`src/rtl/gf2_pkg.sv`:
```
// Shared definitions for the GF(2) solver family.
// Holds the solver state encoding and the width helpers used for port and
// counter sizing. The RREF engine uses the same package.
package gf2_pkg;

  typedef enum logic [2:0] {
    IDLE,
    SCAN,
    EVAL,
    ENUM,
    DONE
  } solver_state_e;

  // Bits needed to hold the values 0..n (minimum 1).
  function automatic int cnt_w(input int n);
    return (n < 1) ? 1 : $clog2(n + 1);
  endfunction

  // Bits needed to index 0..n-1 (minimum 1).
  function automatic int idx_w(input int n);
    return (n <= 1) ? 1 : $clog2(n);
  endfunction

endpackage

```
`src/rtl/gf2_bit_deposit.sv`:
```
// Combinational parallel bit deposit (pdep).
// Bit k of src goes to the position of the k-th set bit of mask, counting
// from the LSB of mask. Positions of dst outside mask are 0.
//   src  in  SRC_W  packed source bits
//   mask in  WIDTH  destination positions
//   dst  out WIDTH  deposited result
module gf2_bit_deposit #(
  parameter int WIDTH = 8,
  parameter int SRC_W = 8
) (
  input  logic [SRC_W-1:0] src,
  input  logic [WIDTH-1:0] mask,
  output logic [WIDTH-1:0] dst
);

  always_comb begin
    int k;
    dst = '0;
    k   = 0;
    for (int i = 0; i < WIDTH; i++) begin
      if (mask[i]) begin
        // Mask bits beyond the source width receive 0.
        if (k < SRC_W) dst[i] = src[k];
        k++;
      end
    end
  end

endmodule

```
`src/rtl/gf2_min_weight_solver.sv`:
```
// Minimum-Hamming-weight solver for A*x = b over GF(2), fed with the RREF
// of [A|b]. Rows are MSB-aligned: variable j at bit MAX_COLS-1-j, RHS at
// bit MAX_COLS-cols. Scans rows for pivots, then enumerates every
// free-variable assignment, keeping the first strictly lightest x.
//   clk, rst       clock, synchronous active-high reset
//   rows, cols     matrix size (cols includes RHS), captured on start
//   start          solve request, accepted only in IDLE
//   RREF           row r = RREF[r], captured on start
//   busy           solve in progress
//   ready          one-cycle pulse when results become valid
//   inconsistent   no solution exists
//   too_many_free  free-variable count exceeds MAX_FREE
//   min_weight     weight of best x, all-ones when no result
//   solution       best x, MSB-aligned, RHS/unused bits 0
module gf2_min_weight_solver
  import gf2_pkg::*;
#(
  parameter int MAX_ROWS = 4,
  parameter int MAX_COLS = 8,
  parameter int MAX_FREE = 8
) (
  input  logic                               clk,
  input  logic                               rst,
  input  logic [cnt_w(MAX_ROWS)-1:0]         rows,
  input  logic [cnt_w(MAX_COLS)-1:0]         cols,
  input  logic                               start,
  input  logic [MAX_ROWS-1:0][MAX_COLS-1:0]  RREF,
  output logic                               busy,
  output logic                               ready,
  output logic                               inconsistent,
  output logic                               too_many_free,
  output logic [cnt_w(MAX_COLS)-1:0]         min_weight,
  output logic [MAX_COLS-1:0]                solution
);

  localparam int MAX_ROWS_W     = cnt_w(MAX_ROWS);
  localparam int MAX_COLS_W     = cnt_w(MAX_COLS);
  localparam int MAX_ROWS_IDX_W = idx_w(MAX_ROWS);
  localparam int MAX_COLS_IDX_W = idx_w(MAX_COLS);
  localparam int WGT_W          = MAX_COLS_W;
  localparam int CNT_W          = MAX_FREE + 1;

  function automatic logic [WGT_W-1:0] popcount(input logic [MAX_COLS-1:0] v);
    logic [WGT_W-1:0] c;
    c = '0;
    for (int i = 0; i < MAX_COLS; i++) c = c + WGT_W'(v[i]);
    return c;
  endfunction

  // Index of the highest set bit; 0 when v is zero (caller checks |v).
  function automatic logic [MAX_COLS_IDX_W-1:0] hsb(input logic [MAX_COLS-1:0] v);
    logic [MAX_COLS_IDX_W-1:0] idx;
    idx = '0;
    for (int i = 0; i < MAX_COLS; i++) if (v[i]) idx = MAX_COLS_IDX_W'(i);
    return idx;
  endfunction

  function automatic logic [MAX_COLS-1:0] var_mask(input logic [MAX_COLS_W-1:0] c);
    logic [MAX_COLS-1:0] m;
    for (int j = 0; j < MAX_COLS; j++) m[j] = (j + int'(c)) > MAX_COLS;
    return m;
  endfunction

  function automatic logic [MAX_COLS-1:0] rhs_mask(input logic [MAX_COLS_W-1:0] c);
    logic [MAX_COLS-1:0] m;
    for (int j = 0; j < MAX_COLS; j++) m[j] = (j + int'(c)) == MAX_COLS;
    return m;
  endfunction

  solver_state_e                     state_q;
  logic [MAX_ROWS_W-1:0]             rows_q;
  logic [MAX_COLS-1:0]               varmask_q, rhsmask_q;
  logic [MAX_ROWS-1:0][MAX_COLS-1:0] row_q;
  logic [MAX_ROWS_IDX_W-1:0]         row_ctr_q;
  logic [MAX_COLS-1:0]               pivmask_q;
  logic [MAX_ROWS-1:0]               piv_vld_q;
  logic [MAX_COLS_IDX_W-1:0]         piv_idx_q [MAX_ROWS];
  logic                              inc_q;
  logic [CNT_W-1:0]                  cnt_q, last_q;
  logic [WGT_W-1:0]                  best_w_q, best_w_d;
  logic [MAX_COLS-1:0]               best_x_q, best_x_d;

  // Row scan
  logic [MAX_COLS-1:0]       cur_row, scan_vec;
  logic [MAX_COLS_IDX_W-1:0] scan_idx;
  logic                      scan_has, scan_rhs, scan_last;

  assign cur_row   = row_q[row_ctr_q];
  assign scan_vec  = cur_row & varmask_q;
  assign scan_idx  = hsb(scan_vec);
  assign scan_has  = |scan_vec;
  assign scan_rhs  = |(cur_row & rhsmask_q);
  assign scan_last = (MAX_ROWS_W'(row_ctr_q) + MAX_ROWS_W'(1)) == rows_q;

  // Enumeration datapath
  logic [MAX_COLS-1:0] freemask, f, x;
  logic [WGT_W-1:0]    nfree, x_w;
  logic [MAX_ROWS-1:0][MAX_COLS-1:0] xpiv;

  assign freemask = varmask_q & ~pivmask_q;
  assign nfree    = popcount(freemask);

  gf2_bit_deposit #(
    .WIDTH (MAX_COLS),
    .SRC_W (MAX_FREE)
  ) u_deposit (
    .src  (cnt_q[MAX_FREE-1:0]),
    .mask (freemask),
    .dst  (f)
  );

  // Each pivot variable is fixed by its row: rhs xor the row's free terms.
  for (genvar r = 0; r < MAX_ROWS; r++) begin : g_row
    logic bit_r;
    assign bit_r   = (|(row_q[r] & rhsmask_q)) ^ (^(row_q[r] & f));
    assign xpiv[r] = (piv_vld_q[r] && bit_r) ? (MAX_COLS'(1) << piv_idx_q[r]) : '0;
  end

  always_comb begin
    x = f;
    for (int r = 0; r < MAX_ROWS; r++) x = x | xpiv[r];
  end

  assign x_w = popcount(x);

  // Strict compare: on ties the earlier (lower cnt) assignment stays.
  always_comb begin
    best_w_d = best_w_q;
    best_x_d = best_x_q;
    if (x_w < best_w_q) begin
      best_w_d = x_w;
      best_x_d = x;
    end
  end

  always_ff @(posedge clk) begin
    if (rst) begin
      state_q       <= IDLE;
      busy          <= 1'b0;
      ready         <= 1'b0;
      inconsistent  <= 1'b0;
      too_many_free <= 1'b0;
      min_weight    <= '1;
      solution      <= '0;
      rows_q        <= '0;
      varmask_q     <= '0;
      rhsmask_q     <= '0;
      row_ctr_q     <= '0;
      pivmask_q     <= '0;
      piv_vld_q     <= '0;
      inc_q         <= 1'b0;
      cnt_q         <= '0;
      last_q        <= '0;
      best_w_q      <= '1;
      best_x_q      <= '0;
    end else begin
      ready <= 1'b0;
      case (state_q)
        IDLE: begin
          if (start) begin
            rows_q        <= rows;
            varmask_q     <= var_mask(cols);
            rhsmask_q     <= rhs_mask(cols);
            row_q         <= RREF;
            row_ctr_q     <= '0;
            pivmask_q     <= '0;
            piv_vld_q     <= '0;
            inc_q         <= 1'b0;
            inconsistent  <= 1'b0;
            too_many_free <= 1'b0;
            busy          <= 1'b1;
            state_q       <= SCAN;
          end
        end
        SCAN: begin
          if (scan_has) begin
            piv_vld_q[row_ctr_q] <= 1'b1;
            piv_idx_q[row_ctr_q] <= scan_idx;
            pivmask_q[scan_idx]  <= 1'b1;
          end else if (scan_rhs) begin
            inc_q <= 1'b1;
          end
          if (scan_last) state_q <= EVAL;
          else           row_ctr_q <= row_ctr_q + 1'b1;
        end
        EVAL: begin
          if (inc_q || (int'(nfree) > MAX_FREE)) begin
            inconsistent  <= inc_q;
            too_many_free <= ~inc_q;
            min_weight    <= '1;
            solution      <= '0;
            busy          <= 1'b0;
            ready         <= 1'b1;
            state_q       <= DONE;
          end else begin
            cnt_q    <= '0;
            last_q   <= (CNT_W'(1) << nfree) - CNT_W'(1);
            best_w_q <= '1;
            best_x_q <= '0;
            state_q  <= ENUM;
          end
        end
        ENUM: begin
          best_w_q <= best_w_d;
          best_x_q <= best_x_d;
          if (cnt_q == last_q) begin
            min_weight <= best_w_d;
            solution   <= best_x_d;
            busy       <= 1'b0;
            ready      <= 1'b1;
            state_q    <= DONE;
          end else begin
            cnt_q <= cnt_q + 1'b1;
          end
        end
        DONE:    state_q <= IDLE;
        default: state_q <= IDLE;
      endcase
    end
  end

endmodule

```
`config.mk`:
```
export PLATFORM = sky130hd
export DESIGN_NAME = gf2_min_weight_solver
export DESIGN_NICKNAME = d
export VERILOG_FILES = /design/src/rtl/gf2_pkg.sv /design/src/rtl/gf2_bit_deposit.sv /design/src/rtl/gf2_min_weight_solver.sv
export SDC_FILE = /design/constraint.sdc
export NUM_CORES = 1
export LEC_CHECK = 0
export CAP_MARGIN = 0
export CORE_ASPECT_RATIO = 1.2
export CORE_MARGIN = 2
export CORE_UTILIZATION = 60
export DETAILED_ROUTE_END_ITERATION = 6
export HOLD_SLACK_MARGIN = 0.05
export PLACE_DENSITY = 0.86
export SLEW_MARGIN = 20
export SYNTH_ARGS = -nofsm -noshare
export SYNTH_HDL_FRONTEND = slang
export SYNTH_SLANG_ARGS = --single-unit
```
`constraint.sdc`:
```
create_clock -name clk -period 24.6 [get_ports clk]
set_input_delay 7.38 -clock clk [delete_from_list [all_inputs] [get_ports clk]]
set_output_delay 7.38 -clock clk [all_outputs]
set_load 0.005 [all_outputs]
```
# Yosys cells after proc, flatten, opt, wreduce, memory -nomap -nowiden
# Memories as Yosys holds them, arrays and structs flattened.
# Index checks and enable logic that the tools add are counted.
word_totals:
  ff_bits: 115
  mem_bits_rw: 12
  output_inout_bits: 16
  wordCells: 277
  mem_count: 1
  inputBits: 42
memory_table:
  columns: ["memory", "depth", "word_bits", "rd", "rd_ports_with_merged_regs", "write_ports", "line", "source"]
  rows:
  - ["piv_idx_q", 4, 3, 4, 0, 1, "gf2_min_weight_solver.sv:77", "logic [MAX_COLS_IDX_W-1:0] piv_idx_q [MAX_ROWS];"]
op_classes:
  shifts: 5
  bitwise_logic: 25
  magnitude_cmp: 28
  reduce_logical: 34
  n_addsub: 31
  mux: 108
  n_eq_ne: 23
ops:
  columns: ["operator", "count"]
  rows:
  - ["32-bit by 5-bit less-than comparator with 1-bit output, second input constant", 12]
  - ["32-bit by 5-bit greater-than comparator with 1-bit output, second input constant", 7]
  - ["32-bit two-way mux", 6]
  - ["32-bit by 2-bit adder with 32-bit output, second input constant", 5]
  - ["8-bit AND", 11]
  - ["8-bit two-way mux", 11]
  - ["8-bit one-hot mux with 2 select lines", 3]
  - ["8-bit OR reduction", 6]
  - ["1-bit two-way mux", 47]
  - ["8-bit OR", 5]
  - ["5-bit by 4-bit equality test with 1-bit output, second input constant", 7]
  - ["4-bit by 1-bit adder with 4-bit output", 8]
  - ["8-bit XOR reduction", 4]
  - ["1-bit by 3-bit left shift with 8-bit output, first input constant", 4]
  - ["3-bit two-way mux", 10]
  - ["4-bit two-way mux", 6]
  - ["4-bit one-hot mux with 2 select lines", 3]
  - ["1-bit binary-select mux with 3-bit select", 7]
  - ["3-bit AND reduction", 7]
  - ["3-bit by 4-bit adder with 5-bit output, first input constant", 4]
  - ["2-bit inequality test, second input constant", 10]
  - ["9-bit two-way mux", 2]
  - ["9-bit one-hot mux with 2 select lines", 1]
  - ["8-bit binary-select mux with 2-bit select", 1]
  - ["other kinds (41)", 67]

# Depth between registers and ports, before layout
logic_depth:
  ltp_word: 40
  mapped_depth: 41
  ltp_nobuf: 39

# By module
# Synthesis repeated with hierarchy kept, for this count alone.
hier_totals:
  hier_cells: 860
  area_unflattened_um2: 7940.1
by_module_without_submodules:
  columns: ["module", "area_each_um2", "seq_area_each_um2", "cells_each", "instances"]
  rows:
  - ["gf2_min_weight_solver", 6945.4, 2982.9, 754, 1]
  - ["gf2_bit_deposit", 994.7, 0.0, 106, 1]

# Least setup slack after synthesis
# No wires, ideal clock.
synth_path:
  path_kind: "register to register"
  from: "register varmask_q[0]"
  to: "register min_weight[2]"
  synth_period_minus_slack_ps: 9865
  path_stages_with_launch: 42
  setup_time_ps: 120
  arrival_ps: 9745
  n_path_buf: 3
  required_ps: 24480
  path_slack_ps: 14735
  cell_sequence: "dfxtp_1 > or2b_1 > ha_1 > clkbuf_1 > xnor2_1 > ha_1 > nor2b_1 > nor2_1 > ha_1 > nand2_1 > o31ai_1 > ha_1 > and3b_1 > a31oi_1 > o41ai_4 > ha_1 > nand2_1 > xor2_1 > [6 not listed] > a2111oi_2 > nand2_1 > fa_1 > inv_1 > fa_1 > fa_1 > inv_1 > ha_1 > fa_1 > ha_1 > a21o_1 > a21o_1 > a21oi_1 > clkbuf_1 > nor2_1 > a211oi_1 > nor2_1 > a211o_1"
synth_via:
  elab_chain_cells: 39
  elab_cells_between_ends: 103
  classes_between: "add/sub (20); order compare (9); eq/ne (1); mux (50); bitwise (13); reduce/logical (10)"
synth_lines:
  columns: ["item", "line", "source"]
  rows:
  - ["start: declaration", "gf2_min_weight_solver.sv:72", "logic [MAX_COLS-1:0] varmask_q, rhsmask_q;"]
  - ["start signal: assignment", "gf2_min_weight_solver.sv:162", "varmask_q <= var_mask(cols);"]
  - ["8-bit AND *", "gf2_min_weight_solver.sv:100", "assign freemask = varmask_q & ~pivmask_q;"]
  - ["branches (longest 38 deep; another with 32-bit by 2-bit adder with 32-bit output)", null, null]
  - ["end signal: assignment", "gf2_min_weight_solver.sv:207", "min_weight <= best_w_d;"]
  - ["end: declaration", "gf2_min_weight_solver.sv:32", "output logic [cnt_w(MAX_COLS)-1:0] min_weight,"]
# Every way passes the cells marked *. The select of a mux whose other input is x is not followed.
# A chain may end at the register's enable or synchronous reset.

# Worst setup path after layout
layout_path:
  from: "register varmask_q[0]"
  to: "register best_x_q[5]"
layout_via:
  elab_chain_cells: 38
  elab_cells_between_ends: 102
  classes_between: "add/sub (20); order compare (9); eq/ne (1); mux (49); bitwise (13); reduce/logical (10)"
layout_lines:
  columns: ["item", "line", "source"]
  rows:
  - ["8-bit AND *", "gf2_min_weight_solver.sv:100", null]
  - ["branches (longest 37 deep; another with 32-bit by 2-bit adder with 32-bit output)", null, null]
  - ["end signal: assignment", "gf2_min_weight_solver.sv:205", "best_x_q <= best_x_d;"]
  - ["end: declaration", "gf2_min_weight_solver.sv:81", "logic [MAX_COLS-1:0] best_x_q, best_x_d;"]
# Marked as above.

==> qor.txt <==
Result of the run - complete, but fails checks
Violated checks - DRC
Crit Path Max Fanout - 14
Gpl congestion - 0.9627
Hold_buf cts - 0
Final min period - 10570 ps
Multi-input gate area - 0.004781 sq mm
Initial antenna violation count - 0
Fmax - 0.09459 GHz
Maxcap violations - 0
Hold/Removal Path Class - flip-flop to flip-flop
Fill cell count - 962
Critical path type - flip-flop to flip-flop
Yosys reg bits - 127
# Post-CTS Setup Buffers - 0
Root Buffer - clkbuf_16
All-Layer GR Usage - 29.69%
Ys async rst share - 0%
Routed wire length - 20.55 mm
Max incr delay on CP - 580 ps
DRT Pass-1 Iters - 7
Vias in the first global route - 6631
Nets - 986
Diode count - 0
Max-slew headroom - 33.27%
Width of the die - 110.0 microns
Worst slew pin tran - 993.3 ps
Post-route DRC - 11
Routed length per placed instance - 18.83 microns
Cell variety after synth - 80
Synth Flop Type - dfxtp_1
Post-synthesis sequential area ratio - 36.86%
Ys Warns - 0
Post-CTS resize count - 0
Clock skew - 8.286 ps
Final setup vio count - 0
Leak - 3.477 nW
Die H - 131.2 microns
Critical path arrival - 10910 ps
Via count - 7076
Total CTS buffers - 17
Worst vdd ir - 0.00005911 V
H-Tree Depth - 4
Mean Syn Cell Area - 9.237 sq um
Layout cells sized above 1 - 8.992%
Post-synth EDFFs - 44
TritonCTS clock tree - done
Rows - 46
DP HPWL - 14.67 mm
Setup ws final - 14030 ps
Area Growth Syn to Fin - 15.03%
CTS clk-pin slew, worst paths - 60 ps
First-pass GRT wire length - 33.11 mm
Required @ worst endpoint - 24940 ps
Crit share post-route - 42.98%
Grt total ovfl - 0
Final-report max-slew violation count - 0
CP max stage cell - ha_1
Detail Route Antenna Nets - 0
Top Family by Delay on Critical Path - adder cells
Setup WS pre-CTS - 14200 ps
Crit path buf inv count - 3
Syn nets - 952
Final Hold Vio Count - 0
Startpoint Class - flip-flop
Post-synthesis cell count - 876
Via/cell ratio - 6.486
Num ports - 58
Synth Cell Area - 0.008092 sq mm
Buffers on Ports - 57
CP most frequent cell - ha_1
Unrepaired setup endpoints after global routing - false
Crit end category - flip-flop
Worst-Skew Late Latency - 440 ps
Initial core utilization - 61.39%
Power Density - 74.30 mW/mm^2
TNS Setup - 0 ps
Core area - 0.01318 sq mm
Register area - 0.002983 sq mm
Max clock buf depth - 2
Clock Sinks - 127
Die area - 0.01443 sq mm
Initial DRC count - 651
Largest net degree at the start of global routing - 63
[sequential cells by signal, indices dropped and copies added, names as in the netlist, 8 cells and up]
name / count
varmask_q: 8
rhsmask_q: 8
best_x_q: 8
solution: 8
last_q: 9
row_q: 32
cnt_q: 9
pivmask_q: 8
piv_idx_q: 12
[Yosys cell counts, types with 5 or more instances]
| master | number | area share, % |
|---|---|---|
| a41oi_1 | 5 | 0.54 |
| mux4_2 | 12 | 3.3 |
| a21oi_1 | 54 | 3.3 |
| nand2_1 | 85 | 3.9 |
| mux2_2 | 6 | 0.83 |
| a311oi_1 | 10 | 1.1 |
| o21ai_0 | 18 | 1.1 |
| inv_1 | 32 | 1.5 |
| nor2b_1 | 17 | 1.3 |
| nand3b_1 | 6 | 0.56 |
| xnor2_1 | 35 | 3.8 |
| xor2_1 | 21 | 2.3 |
| and2_1 | 11 | 0.85 |
| nor3b_1 | 6 | 0.56 |
| a22oi_1 | 20 | 1.9 |
| fa_1 | 7 | 1.7 |
| a31oi_1 | 17 | 1.3 |
| and3_1 | 8 | 0.62 |
| a211oi_1 | 8 | 0.74 |
| nand2b_1 | 16 | 1.2 |
| nand4_1 | 19 | 1.5 |
| mux2i_1 | 25 | 3.1 |
| nor2_1 | 96 | 4.5 |
| o211ai_1 | 6 | 0.56 |
| dfxtp_1 | 83 | 21 |
| edfxtp_1 | 44 | 16 |
| a21o_1 | 10 | 0.93 |
| nor3_1 | 22 | 1.4 |
| ha_1 | 27 | 4.2 |
| nand3_1 | 18 | 1.1 |
| xnor3_2 | 5 | 1.5 |
| nor4_1 | 5 | 0.39 |
| clkbuf_1 | 40 | 1.9 |
[final timing paths]
check,startpoint,endpoint,slack [ps],depth (start not counted)
worst max-delay path,varmask_q[0],best_x_q[5],14030,38
worst min-delay path,solution[5],solution[5],450,1
worst max register to register,varmask_q[0],best_x_q[5],14030,38
worst min register to register,solution[5],solution[5],450,1
[area by class of cell]
class / instances / share of cell area (%)
Inverter: 35 / 1.465
Timing Repair Buffer: 63 / 6.560
Clock buffer: 19 / 4.651
Sequential cell: 127 / 32.05
Clock inverter: 13 / 1.653
Tap cell: 168 / 2.258
Multi-Input combinational cell: 666 / 51.36
[per-stage QoR]
stage,hold WS [ps],utilization (%),instance area [sq um],total power (W),instances
5_1_grt,472.8,70.62,9308,0.0007218,1091
3_3_place_gp,434.8,66.17,8721,0.0004337,1059
2_1_floorplan,428.0,-,8092,0.0003941,876
3_5_place_dp,444.1,66.17,8721,0.0004397,1059
4_1_cts,457.6,70.62,9308,0.0006897,1091
6_report,454.0,70.62,9308,0.0006915,1091
[kinds of logic (layout without fill, tap and decap cells)]
kind of cell               count (synthesis)  after routing  share of synthesized area, %
AOI/OAI and AO/OA                        190            190                         16.67
muxes                                     44             44                         7.407
adders and majority gates                 34             34                         5.907
xor gates and xnor gates                  65             65                         8.551
buffers and inverters                     83            130                         4.159
and+or+nand+nor                          333            333                         20.44
DFF                                      127            127                         36.86
[worst register-to-register path, delay by kind of cell, from the launching register on]
| kind | cells | cell delay [ps] |
|---|---|---|
| multiplexers | 3 | 930 |
| XOR/XNOR | 2 | 430 |
| AND/OR/NAND/NOR | 10 | 2070 |
| adder cells (fa/ha/maj) | 11 | 4390 |
| buffers and inverters | 3 | 210 |
| AO/OA/AOI/OAI | 9 | 2040 |
| flip-flops | 1 | 410 |
[layout by cell type, fill, tap and decap left out, drive strengths merged, types with 20 or more instances in the layout]
master          n
nor2           96
nand2          85
dfxtp          83
clkdlybuf4s50  56
a21oi          54
edfxtp         44
inv            41
xnor2          38
ha             27
mux2i          25
nor3           22
xor2           21
a22oi          20
[per-layer routing]
layer / vias to the layer above / global-route usage [%] / wire, microns
met1: 3310 / 35.43 / 7533
met5: - / 0 / 0
li1: 3265 / - / -
met3: 86 / 6.647 / 1755
met2: 415 / 49.11 / 10330
met4: 0 / 15.33 / 929
[power by group]
part / switching (W) / leakage (nW) / total, W / internal [W]
sequential: 0.0000133 / 1.08 / 0.000244 / 0.000231
clock: 0.000100 / 0.280 / 0.000251 / 0.000151
combinational: 0.000114 / 2.12 / 0.000196 / 0.0000826
total: 0.000227 / 3.48 / 0.000692 / 0.000464
Note: power is estimated with default switching activity, not from simulation.
